`src/rtl/pipe_stage_elastic_pkg.sv`:
```
// Shared payload layout and defaults for the elastic pipeline stage registers.
// Each stage instantiation sizes its payload from STAGE_DATA_W.
package pipe_stage_elastic_pkg;

    localparam int PC_W          = 32;
    localparam int REG_IDX_W     = 5;
    localparam int IMM_W         = 16;
    localparam int DEFAULT_CNT_W = 16;

    typedef enum logic [0:0] {
        OP_ALU = 1'b0,
        OP_MEM = 1'b1
    } ctrl_op_e;

    typedef struct packed {
        logic [PC_W-1:0]      pc_4;
        logic [REG_IDX_W-1:0] rs1;
        logic [REG_IDX_W-1:0] rs2;
        logic [REG_IDX_W-1:0] rd;
        logic [IMM_W-1:0]     imm16;
        ctrl_op_e             op;
    } stage_payload_t;

    localparam int STAGE_DATA_W = $bits(stage_payload_t);

    // Beats held by a stage, from its main and skid valid bits.
    function automatic logic [1:0] beat_count(input logic m_valid, input logic s_valid);
        return {1'b0, m_valid} + {1'b0, s_valid};
    endfunction

endpackage

```
`src/rtl/stage_sat_counter.sv`:
```
// Saturating up-counter with synchronous clear; clear wins over increment.
module stage_sat_counter #(
    parameter int W = 16
) (
    input  logic         clk,
    input  logic         rst_n,
    input  logic         clr,
    input  logic         inc,
    output logic [W-1:0] count
);

    // NOTE: sequential state is written with non-blocking assignments only, so every
    // flop samples the pre-edge values regardless of statement order.
    always_ff @(posedge clk or negedge rst_n) begin
        if (!rst_n) begin
            count <= '0;
        end else if (clr) begin
            count <= '0;
        end else if (inc && (count != {W{1'b1}})) begin
            count <= count + 1'b1;
        end
    end

endmodule

```
`src/rtl/pipe_stage_elastic.sv`:
```
// Elastic valid/ready pipeline stage register with optional two-entry skid buffer,
// flush, occupancy reporting and a saturating backpressure counter.
module pipe_stage_elastic
    import pipe_stage_elastic_pkg::*;
#(
    parameter int DATA_W = STAGE_DATA_W,
    parameter int SKID   = 1,
    parameter int CNT_W  = DEFAULT_CNT_W
) (
    input  logic              clk,
    input  logic              rst_n,
    input  logic              flush,
    input  logic              in_valid,
    output logic              in_ready,
    input  logic [DATA_W-1:0] in_data,
    output logic              out_valid,
    input  logic              out_ready,
    output logic [DATA_W-1:0] out_data,
    output logic [1:0]        occupancy,
    output logic [CNT_W-1:0]  stall_cnt,
    input  logic              stat_clr
);

    logic              m_valid;
    logic [DATA_W-1:0] m_data;
    logic              s_valid;
    logic              accept;

    // A beat offered during flush is dropped even when in_ready is high.
    assign accept = in_valid && in_ready && !flush;

    generate
        if (SKID != 0) begin : g_skid
            logic [DATA_W-1:0] s_data;

            assign in_ready = !s_valid;

            // NOTE: the payload registers are reset as well, so out_data reads 0
            // after reset or flush instead of a stale or unknown word.
            always_ff @(posedge clk or negedge rst_n) begin
                if (!rst_n) begin
                    m_valid <= 1'b0;
                    m_data  <= '0;
                    s_valid <= 1'b0;
                    s_data  <= '0;
                end else if (flush) begin
                    m_valid <= 1'b0;
                    m_data  <= '0;
                    s_valid <= 1'b0;
                    s_data  <= '0;
                end else if (s_valid) begin
                    // in_ready is low here, so only the skid-to-main move can happen.
                    if (out_ready) begin
                        m_data  <= s_data;
                        s_valid <= 1'b0;
                    end
                end else if (accept) begin
                    if (!m_valid || out_ready) begin
                        m_valid <= 1'b1;
                        m_data  <= in_data;
                    end else begin
                        s_valid <= 1'b1;
                        s_data  <= in_data;
                    end
                end else if (out_ready) begin
                    m_valid <= 1'b0;
                end
            end
        end else begin : g_single
            assign in_ready = !m_valid || out_ready;
            assign s_valid  = 1'b0;

            always_ff @(posedge clk or negedge rst_n) begin
                if (!rst_n) begin
                    m_valid <= 1'b0;
                    m_data  <= '0;
                end else if (flush) begin
                    m_valid <= 1'b0;
                    m_data  <= '0;
                end else if (accept) begin
                    m_valid <= 1'b1;
                    m_data  <= in_data;
                end else if (out_ready) begin
                    m_valid <= 1'b0;
                end
            end
        end
    endgenerate

    assign out_valid = m_valid;
    assign out_data  = m_data;
    assign occupancy = beat_count(m_valid, s_valid);

    stage_sat_counter #(
        .W(CNT_W)
    ) u_stall_cnt (
        .clk  (clk),
        .rst_n(rst_n),
        .clr  (stat_clr),
        .inc  (m_valid && !out_ready),
        .count(stall_cnt)
    );

endmodule

```
`config.mk`:
```
export PLATFORM = sky130hd
export DESIGN_NAME = pipe_stage_elastic
export DESIGN_NICKNAME = d
export VERILOG_FILES = /design/src/rtl/pipe_stage_elastic_pkg.sv /design/src/rtl/stage_sat_counter.sv /design/src/rtl/pipe_stage_elastic.sv
export SDC_FILE = /design/constraint.sdc
export NUM_CORES = 1
export LEC_CHECK = 0
export CORE_UTILIZATION = 54
export CTS_CLUSTER_DIAMETER = 60
export DETAILED_ROUTE_END_ITERATION = 7
export PLACE_DENSITY_LB_ADDON = 0.25
export SLEW_MARGIN = 15
export SYNTH_ARGS = -nofsm -noshare
export SYNTH_HDL_FRONTEND = slang
export SYNTH_HIERARCHICAL = 1
export SYNTH_SLANG_ARGS = --single-unit
```
`constraint.sdc`:
```
create_clock -name clk -period 2.93 [get_ports clk]
set_input_delay 0.879 -clock clk [delete_from_list [all_inputs] [get_ports clk]]
set_output_delay 0.879 -clock clk [all_outputs]
set_load 0.05 [all_outputs]
```
# Word-level counts from Yosys, hierarchy flattened
# Cells that the tools add are included.
classes:
  n_reduce_logical: 17
  div: 0
  muxes: 21
  multipliers: 0
  shifts: 0
  eq_ne: 5
  bitwise_logic: 0
  addsub: 2
  n_lt_le_gt_ge: 0
op_table:
  columns: ["operator", "count"]
  rows:
  - ["$mux 64", 9]
  - ["$mux 16", 2]
  - ["$add 16x1->16 const B", 1]
  - ["$ne 16x16->1 const B", 1]
  - ["$mux 1", 10]
  - ["$reduce_and 3->1", 3]
  - ["$reduce_bool 3->1", 3]
  - ["$logic_and 1x1->1", 4]
  - ["$logic_not 1->1", 4]
  - ["$ne 2x2->1 const B", 2]
  - ["$reduce_bool 2->1", 2]
  - ["$ne 3x2->1 const B", 1]
  - ["$ne 3x3->1 const B", 1]
  - ["$add 1x1->2", 1]
  - ["$logic_or 1x1->1", 1]
totals:
  latchBits: 0
  output_inout_bits: 84
  memories: 0
  reg_bits: 146
  mem_bits_ro: 0
  ramBits: 0

# Depth between registers and ports, before layout
# Gate-level depths: netlist of the first run.
logic_depth:
  depth_word: 6
  mapped_depth: 7
  depth_no_buf: 5

# Modules after synthesis
# Netlist of the first run, hierarchy kept.
by_module_without_submodules:
  columns: ["module", "area_each_um2", "seq_area_each_um2", "cells_per_inst", "n_inst"]
  rows:
  - ["pipe_stage_elastic", 5579.1, 3253.1, 514, 1]
  - ["stage_sat_counter", 942.2, 400.4, 98, 1]

# Least setup slack after synthesis of the first run
# OpenSTA, ideal clock, no wires.
synth_timing:
  path_kind: "input-to-reg"
  start: "in out_ready"
  end: "reg u_stall_cnt.count[3]"
  arrival_ns: 2.099
  n_path_buf: 1
  path_slack_ns: 0.753
  t_required_ns: 2.852
  setup_ns: 0.078
  stages: 5
  cell_sequence: "nor2b_1 inv_1 clkbuf_1 or4_2 a21oi_1"
synth_via:
  elab_chain_cells: 4
synth_rtl:
  columns: ["element", "line", "text"]
  rows:
  - ["from (decl)", "pipe_stage_elastic.sv:17", "input logic out_ready,"]
  - ["$logic_not 1->1", "pipe_stage_elastic.sv:100", ".inc (m_valid && !out_ready),"]
  - ["$logic_and 1x1->1", "pipe_stage_elastic.sv:100", null]
  - ["$logic_and 1x1->1", "stage_sat_counter.sv:19", "end else if (inc && (count != {W{1'b1}})) begin"]
  - ["$reduce_bool 2->1 (no source line)", null, null]
  - ["to (signal assigned)", "stage_sat_counter.sv:20", "count <= count + 1'b1;"]
  - ["to (decl)", "stage_sat_counter.sv:9", "output logic [W-1:0] count"]
# No other way between the ends.
# A chain may end at the register's enable or synchronous reset.

# Worst setup path after layout of the first run
layout_timing:
  start: "reg s_valid"
  end: "out occupancy[0]"
layout_via:
  elab_chain_cells: 1
layout_rtl:
  columns: ["element", "line", "text"]
  rows:
  - ["from (decl)", "pipe_stage_elastic.sv:26", "logic s_valid;"]
  - ["from (signal assigned)", "pipe_stage_elastic.sv:44", "s_valid <= 1'b0;"]
  - ["from (signal assigned)", "pipe_stage_elastic.sv:49", "s_valid <= 1'b0;"]
  - ["from (signal assigned)", "pipe_stage_elastic.sv:55", "s_valid <= 1'b0;"]
  - ["$add 1x1->2", "pipe_stage_elastic_pkg.sv:28", "return {1'b0, m_valid} + {1'b0, s_valid};"]
  - ["to (decl)", "pipe_stage_elastic.sv:19", "output logic [1:0] occupancy,"]
# No other way between the ends.

==> results.json, run 1 <==
{
  "root_buffer": "clkbuf_16",
  "drtAntennaViolNets": 0,
  "switching_power_mw": 1.32,
  "via_count": 5582,
  "drt_iter0_markers": 518,
  "crit_fanout": 3,
  "hold_violations": 0,
  "max-cap-violations": 0,
  "ys.flop_type": "dfrtp_1",
  "grt-ovfl-total": 0,
  "peakVddDrop_mv": 0.410,
  "cts_hold_buffers": 0,
  "fin_crit_ns": 2.88,
  "leakagePower_nw": 3.87,
  "slowest_delay_ns": 0.81,
  "grt_pass1_vias": 5573,
  "outcome": "complete, but fails checks",
  "yosysSeqAreaShare": 0.560,
  "clock_latency_ns": 0.41,
  "die_h_microns": 112,
  "tightestPinTransition_ns": 0.858,
  "combPwrFrac": 0.149,
  "p_int_mw": 3.82,
  "ctsResizeCount": 0,
  "synth_xor_area_frac": 0,
  "tns_ns": 0,
  "cts_tree": "done",
  "synth_top_family_by_area": "compound AO/OA/AOI/OAI gates",
  "cts_max_path_buffers": 2,
  "mostFrequentLayoutCell": "clkdlybuf4s50_1",
  "synth_simple_gate_area_share": 0.125,
  "dr.pass1.iters": 8,
  "crit_path_top_delay_cell": "clkdlybuf4s50_1",
  "synth.net_count": 684,
  "pre_cts_slack_ns": 0.216,
  "num_rows": 39,
  "grt_usage": 0.284,
  "num-fill-cells": 781,
  "synth_compound_area_frac": 0.250,
  "finalSetupViolCount": 0,
  "synth_edf_count": 0,
  "grt_first_pass_wirelength_microns": 28100,
  "drive_gt1_frac": 0.0804,
  "power_density_nw_per_um2": 590,
  "area_delta_synth_final_pct": 33.5,
  "synthAdderAreaFrac": 0.00384,
  "relSlewSlack": 0.428,
  "numCtsBuffers": 17,
  "async_flop_share": 1.00,
  "portBuffers": 153,
  "setup_ws_ns": 0.0516,
  "cp.required_ns": 2.05,
  "synth.yosys.warnings": 6,
  "slew_viol_final": 0,
  "dp_hpwl_microns": 10600,
  "drc": 8,
  "drt-total-wl_microns": 17100,
  "end_kind": "output pin",
  "die_w_microns": 112,
  "fmax_mhz": 347,
  "critPathKind": "register to output pin",
  "synth_cells": 612,
  "clkPwrFrac": 0.431,
  "antennaDiodeCount": 0,
  "syn_area_sq_um": 6520,
  "crit_chain": "ha_1 -> clkdlybuf4s50_1",
  "rsz0062_at_grt": "no",
  "failed_checks": "DRC",
  "avgSynthCellArea_sq_um": 10.7,
  "antenna_found_initial": 0,
  "cts_num_sinks": 146,
  "power.switching_fraction": 0.257,
  "clk_pin_slew_worst_paths_ns": 0.06,
  "die_area_sq_um": 12500,
  "gp_congestion": 0.815,
  "yosysUniqueCellTypes": 39,
  "post-cts-setup-buffers": 0,
  "final_cell_mix": "151 x clkdlybuf4s50_1, 145 x dfrtp_1, 133 x nand2_1",
  "initial_core_util": 0.562,
  "min_period_over_period": 0.982,
  "cts_max_level": 4,
  "placeableCoreArea_sq_um": 11600,
  "hp-class": "input pin to async pin",
  "nets": 818,
  "io_pins": 154,
  "synth_mux_area_frac": 0.00691,
  "wire_per_inst_microns": 19.0,
  "seq_power_share": 0.420,
  "critPathLaunchType": "register",
  "fin_worst_skew_ns": 0.00588,
  "vias_per_cell": 6.19,
  "synth_seq_cells": 146,
  "crit_arrival_ns": 2.00,
  "grt_max_degree": 134
}
[state kept, by name (all words and copies together) (netlist names)]
name               count
g_skid.s_data         64
out_valid              1
u_stall_cnt/count     16
out_data              64
s_valid                1
[logic make-up after synthesis]
kind of cell,count (synthesis)
and+or+nand+nor,179
AOI/OAI and AO/OA,221
buffers and inverters,60
adders and majority gates,2
DFF,146
muxes,4
[cell type report]
class | count | area, sq um | area share
sequential | 146 | 3660 | 0.420
multi-input combinational | 406 | 2530 | 0.291
timing repair buffer | 168 | 1690 | 0.195
clock buffer | 24 | 492 | 0.0565
tap | 143 | 179 | 0.0206
clock inverter | 8 | 124 | 0.0142
inverter | 7 | 26.3 | 0.00302
[stage by stage]
stage | util | instance area [sq um] | std cells | hold WS, ns | total power [mW]
after floorplan | - | 6520 | 612 | 0.466 | 2.61
after global placement | 0.696 | 8080 | 870 | 0.482 | 2.93
after detailed placement | 0.696 | 8080 | 870 | 0.482 | 2.95
after global routing | 0.749 | 8700 | 902 | 0.406 | 5.31
final | 0.749 | 8700 | 902 | 0.392 | 5.14
after CTS | 0.749 | 8700 | 902 | 0.397 | 5.17
[critical path: cells and delay by family (launching register included)]
kind | cells | cell delay (ns)
buf+inv | 1 | 0.81
flops | 1 | 0.49
fa+ha+maj | 1 | 0.28
[synth_stat cells (3+ instances only)]
library cell / n / share of area
o21ai_1: 3 / 0.0023
o21ai_0: 66 / 0.051
or4_1: 5 / 0.0058
nor2_1: 5 / 0.0029
nand3_1: 3 / 0.0023
inv_1: 7 / 0.0040
mux2_1: 4 / 0.0069
nand2_1: 133 / 0.077
o31ai_1: 7 / 0.0081
nor2b_1: 5 / 0.0048
nor4_1: 4 / 0.0038
nand4_1: 6 / 0.0058
a22o_1: 128 / 0.17
dfrtp_1: 146 / 0.56
buf_2: 15 / 0.012
buf_6: 13 / 0.022
a21oi_1: 12 / 0.0092
clkbuf_1: 21 / 0.012
[routing by layer]
layer  track usage  vias to the layer above  share of wire
li1              -                     2491              -
met2         0.454                      270           0.49
met5             0                        -              0
met3        0.0631                       45          0.070
met1         0.372                     2776           0.42
met4         0.129                        0          0.025
[path summary, 6_finish.rpt]
kind / from / end / slack (ns) / cells past startpoint
worst min register to register: g_skid.s_data[10] / g_skid.s_data[10] / 0.50 / 1
worst max register to register: s_valid / out_data[43] / 0.61 / 5
worst max-delay path: s_valid / occupancy[0] / 0.05 / 2
max in group asynchronous: rst_n / out_data[48] / 1.78 / 2
worst min-delay path: rst_n / out_data[13] / 0.39 / 1
min in group clk: g_skid.s_data[10] / g_skid.s_data[10] / 0.50 / 1
[power groups by stage]
| stage | clock network, mW | registers, mW | logic (mW) |
|---|---|---|---|
| floorplan | 0 | 2.39 | 0.223 |
| global placement | 0 | 2.18 | 0.750 |
| detailed placement | 0 | 2.19 | 0.765 |
| CTS | 2.25 | 2.15 | 0.768 |
| global route | 2.34 | 2.16 | 0.807 |
| finish | 2.21 | 2.16 | 0.766 |
Power figures use the tool's default switching activity.
==> inputs of run 2 (changes only) <==
--- a/config.mk
+++ b/config.mk
@@ -9,6 +9,7 @@
 export CTS_CLUSTER_DIAMETER = 60
 export DETAILED_ROUTE_END_ITERATION = 7
 export PLACE_DENSITY_LB_ADDON = 0.25
+export SETUP_SLACK_MARGIN = 0.1
 export SLEW_MARGIN = 15
 export SYNTH_ARGS = -nofsm -noshare
 export SYNTH_HDL_FRONTEND = slang
==> run 2 against run 1 <==
Worst hold slack hardly changed. Sequential power hardly changed. Design area hardly changed. Non-clock buffer count stayed put. Clock power hardly changed. Critical path depth stayed put. Global-route usage stayed put. First-iteration DRC count is 1.4% lower. Combinational power hardly changed. Setup slack better by 0.19 ns. Die area stayed put. Via count is 0.50% lower. The run still ends with DRC left.
==> results.json, run 2 (same netlist as run 1, synthesis figures left out) <==
{
  "nets": 818,
  "failed_checks": "DRC",
  "vias_per_cell": 6.16,
  "fin_cells": 902,
  "hp-class": "input pin to async pin",
  "r2r-start": "s_valid",
  "die_area_sq_um": 12500,
  "antennaDiodeCount": 0,
  "ctsResizeCount": 1,
  "max-cap-violations": 0,
  "crit_chain": "ha_1 -> clkdlybuf4s50_1",
  "crit_arrival_ns": 1.81,
  "portBuffers": 153,
  "cp.required_ns": 2.05,
  "drive_gt1_frac": 0.0804,
  "antenna_found_initial": 0,
  "end_kind": "output pin",
  "fin_worst_skew_ns": 0.00554,
  "place_inst": 870,
  "placeableCoreArea_sq_um": 11600,
  "critPathLaunchType": "register",
  "cts_num_sinks": 146,
  "mostFrequentLayoutCell": "clkdlybuf4s50_1",
  "die_h_microns": 112,
  "slew_viol_final": 0,
  "initial_core_util": 0.562,
  "cts_tree": "done",
  "cts_max_level": 4,
  "crit_family": "buffers and inverters",
  "root_buffer": "clkbuf_16",
  "dp_hpwl_microns": 10600,
  "peakVddDrop_mv": 0.408,
  "tns_ns": 0,
  "crit_path_top_delay_cell": "clkdlybuf4s50_1",
  "grt_first_pass_wirelength_microns": 28100,
  "finalSetupViolCount": 0,
  "outcome": "complete, but fails checks",
  "wire_per_inst_microns": 19.1,
  "grt_usage": 0.284,
  "grt_pass1_vias": 5573,
  "cts_max_path_buffers": 2,
  "relSlewSlack": 0.430,
  "hold_violations": 0,
  "grt_max_degree": 134,
  "rrSetupSlack_ns": 0.62,
  "post-cts-setup-buffers": 0,
  "clk_pin_slew_worst_paths_ns": 0.06,
  "final_cell_mix": "150 x clkdlybuf4s50_1, 145 x dfrtp_1, 133 x nand2_1",
  "slowest_delay_ns": 0.79,
  "io_pins": 154,
  "drc": 8,
  "drt-total-wl_microns": 17200,
  "rsz0062_at_grt": "no",
  "fmax_mhz": 372,
  "path_buf_inv": 1,
  "critPathKind": "register to output pin",
  "fin_crit_ns": 2.69,
  "r2r_end": "out_data[43]",
  "drt_iter0_markers": 511,
  "numCtsBuffers": 17,
  "tightestPinTransition_ns": 0.856,
  "clock_latency_ns": 0.41,
  "crit_fanout": 6,
  "rr_worst_depth": 5,
  "area_delta_synth_final_pct": 33.4,
  "num_rows": 39,
  "grt-ovfl-total": 0,
  "gp_congestion": 0.815,
  "die_w_microns": 112,
  "via_count": 5554,
  "dr.pass1.iters": 7,
  "power_density_nw_per_um2": 590,
  "min_period_over_period": 0.918,
  "cts_hold_buffers": 0,
  "drtAntennaViolNets": 0,
  "leakagePower_nw": 3.87
}
run 2: power breakdown:
part           internal [mW]  switching, mW  total (mW)
logic                  0.288          0.477       0.765
registers               2.10         0.0565        2.16
clock network           1.43          0.783        2.21
total                   3.82           1.32        5.13
run 2: worst max path at each step:
stage	from	endpoint	slack, ns	depth (start not counted)
2_1_floorplan	out_ready	u_stall_cnt/count[3]	0.75	5
4_1_cts	out_valid	occupancy[1]	0.22	2
6_report	out_valid	occupancy[1]	0.24	2
3_3_place_gp	out_ready	u_stall_cnt/count[6]	0.24	6
5_1_grt	out_valid	occupancy[1]	0.20	2
3_5_place_dp	out_ready	u_stall_cnt/count[6]	0.22	6
run 2: routing by layer:
layer	GRT usage	routed length, microns
met2	0.454	8480
met5	0	0
met1	0.372	7230
met3	0.0631	1100
met4	0.129	396
run 2: cell type report:
class                      count  area, sq um
fill                         781         2910
inverter                       7         26.3
clock inverter                 8          124
clock buffer                  24          492
sequential                   146         3660
multi-input combinational    406         2530
tap                          143          179
timing repair buffer         168         1690
run 2: worst reg2reg max path, stage by stage (launching register included):
cell and delay (ns):
dfrtp_4 0.43, buf_6 0.60, o21ba_1 0.33, o21a_2 0.35, buf_12 0.32, a22o_1 0.22
run 2: metrics by stage:
step | power (mW) | utilization | hold WS, ns | setup slack, ns | instance area, sq um
global placement | 2.93 | 0.696 | 0.482 | 0.243 | 8080
CTS | 5.17 | 0.749 | 0.397 | 0.219 | 8700
floorplan | 2.61 | - | 0.466 | 0.753 | 6520
detailed placement | 2.95 | 0.696 | 0.482 | 0.216 | 8080
global route | 5.31 | 0.749 | 0.406 | 0.198 | 8700
finish | 5.13 | 0.749 | 0.392 | 0.239 | 8700
==> inputs of run 3 (changes only) <==
--- a/config.mk
+++ b/config.mk
@@ -8,8 +8,8 @@
 export CORE_UTILIZATION = 54
 export CTS_CLUSTER_DIAMETER = 60
 export DETAILED_ROUTE_END_ITERATION = 7
-export PLACE_DENSITY_LB_ADDON = 0.25
-export SETUP_SLACK_MARGIN = 0.1
+export PLACE_DENSITY_LB_ADDON = 0.08
+export SETUP_SLACK_MARGIN = 0.4
 export SLEW_MARGIN = 15
 export SYNTH_ARGS = -nofsm -noshare
 export SYNTH_HDL_FRONTEND = slang
==> run 3 against run 2 <==
The flow still finishes with violations (DRC). Combinational power increased by 1%. Sequential share of layout area down 0.54 points. Fmax up 7.6%. Highest routed layer unchanged.
==> results.json, run 3 (same netlist as run 1, synthesis figures left out) <==
{
  "mostFrequentLayoutCell": "dfrtp_1",
  "relSlewSlack": 0.501,
  "path_buf_inv": 1,
  "outcome": "complete, but fails checks",
  "finalSetupViolCount": 0,
  "numCtsBuffers": 17,
  "gp_congestion": 0.799,
  "cts_max_level": 4,
  "cts_max_path_buffers": 2,
  "crit_family": "buffers and inverters",
  "crit_arrival_ns": 1.62,
  "r2r-start": "s_valid",
  "grt_pass1_vias": 5547,
  "place_inst": 871,
  "cts_hold_buffers": 0,
  "pre_cts_slack_ns": 0.104,
  "portBuffers": 153,
  "fmax_mhz": 400,
  "hp-class": "input pin to async pin",
  "leakagePower_nw": 4.11,
  "hold_slack_ns": 0.361,
  "cp_num_cells": 1,
  "die_w_microns": 112,
  "grt_usage": 0.283,
  "wire_per_inst_microns": 18.9,
  "cts_num_sinks": 146,
  "p_total_mw": 5.41,
  "power_density_nw_per_um2": 614,
  "clk_pin_slew_worst_paths_ns": 0.05,
  "cts_tree": "done",
  "grt_first_pass_wirelength_microns": 27700,
  "critPathKind": "register to output pin",
  "initial_core_util": 0.562,
  "tns_ns": 0,
  "drive_gt1_frac": 0.0895,
  "io_pins": 154,
  "setup_ws_ns": 0.428,
  "nets": 820,
  "final_cell_mix": "145 x dfrtp_1, 133 x nand2_1, 128 x a22o_1",
  "design_area_sq_um": 8810,
  "min_period_over_period": 0.854,
  "drtAntennaViolNets": 0,
  "root_buffer": "clkbuf_16",
  "startpoint": "u_stall_cnt/count[15]",
  "end_kind": "output pin",
  "placeableCoreArea_sq_um": 11600,
  "drt-total-wl_microns": 17000,
  "antenna_found_initial": 0,
  "critPathLaunchType": "register",
  "rr_worst_depth": 5,
  "rsz0062_at_grt": "yes",
  "grt_max_degree": 93,
  "failed_checks": "DRC",
  "slowest_delay_ns": 0.82,
  "dp_hpwl_microns": 10400,
  "via_count": 5481,
  "max-cap-violations": 0,
  "die_h_microns": 112,
  "drc": 7,
  "num_rows": 39,
  "antennaDiodeCount": 0,
  "tightestPinTransition_ns": 0.746,
  "area_delta_synth_final_pct": 35.2,
  "drt_iter0_markers": 432,
  "cp.required_ns": 2.05,
  "clock_latency_ns": 0.42,
  "peakVddDrop_mv": 0.384,
  "grt-ovfl-total": 0,
  "placed_area_sq_um": 8120,
  "vias_per_cell": 6.07,
  "dr.pass1.iters": 8,
  "post-cts-setup-buffers": 0,
  "postLayoutCoreUtil": 0.759,
  "crit_chain": "clkdlybuf4s50_1",
  "crit_path_top_delay_cell": "clkdlybuf4s50_1",
  "slew_viol_final": 0,
  "fin_worst_skew_ns": 0.0102,
  "die_area_sq_um": 12500,
  "crit_fanout": 4,
  "fin_crit_ns": 2.50,
  "hold_violations": 0,
  "fin_cells": 903
}
## run 3: what timing repair did
action,4_1_cts,5_1_grt
resized for setup,18,9
endpoints found under the hold margin,0,0
gates cloned,0,1
setup endpoints to repair,18,8
## run 3: layout make-up
class	instances	area [sq um]
flip-flops and latches	146	3660
fillers	776	2800
multi-input cells	406	2530
repair buffers	169	1730
clock buffers	22	484
clock inverters	9	200
well taps	143	179
inverters	7	30.0
repair inverters	1	5.00
## run 3: path summary, 6_finish.rpt
check / to / slack (ns)
setup / recovery: stall_cnt[15] / 0.43
hold / removal: u_stall_cnt/count[14] / 0.36
setup reg to reg: g_skid.s_data[3] / 0.70
hold reg to reg: g_skid.s_data[22] / 0.50
max in group asynchronous: out_data[46] / 1.77
min in group clk: g_skid.s_data[22] / 0.50
## run 3: where the power goes
part	total (mW)	internal (mW)	switching, mW
clock network	2.49	1.68	0.803
logic	0.774	0.294	0.480
registers	2.16	2.10	0.0563
## run 3: per-layer routing
layer  wire [microns]  GRT usage
met5                0          0
met4              252      0.103
met3             1150     0.0697
met2             8130      0.448
met1             7500      0.381
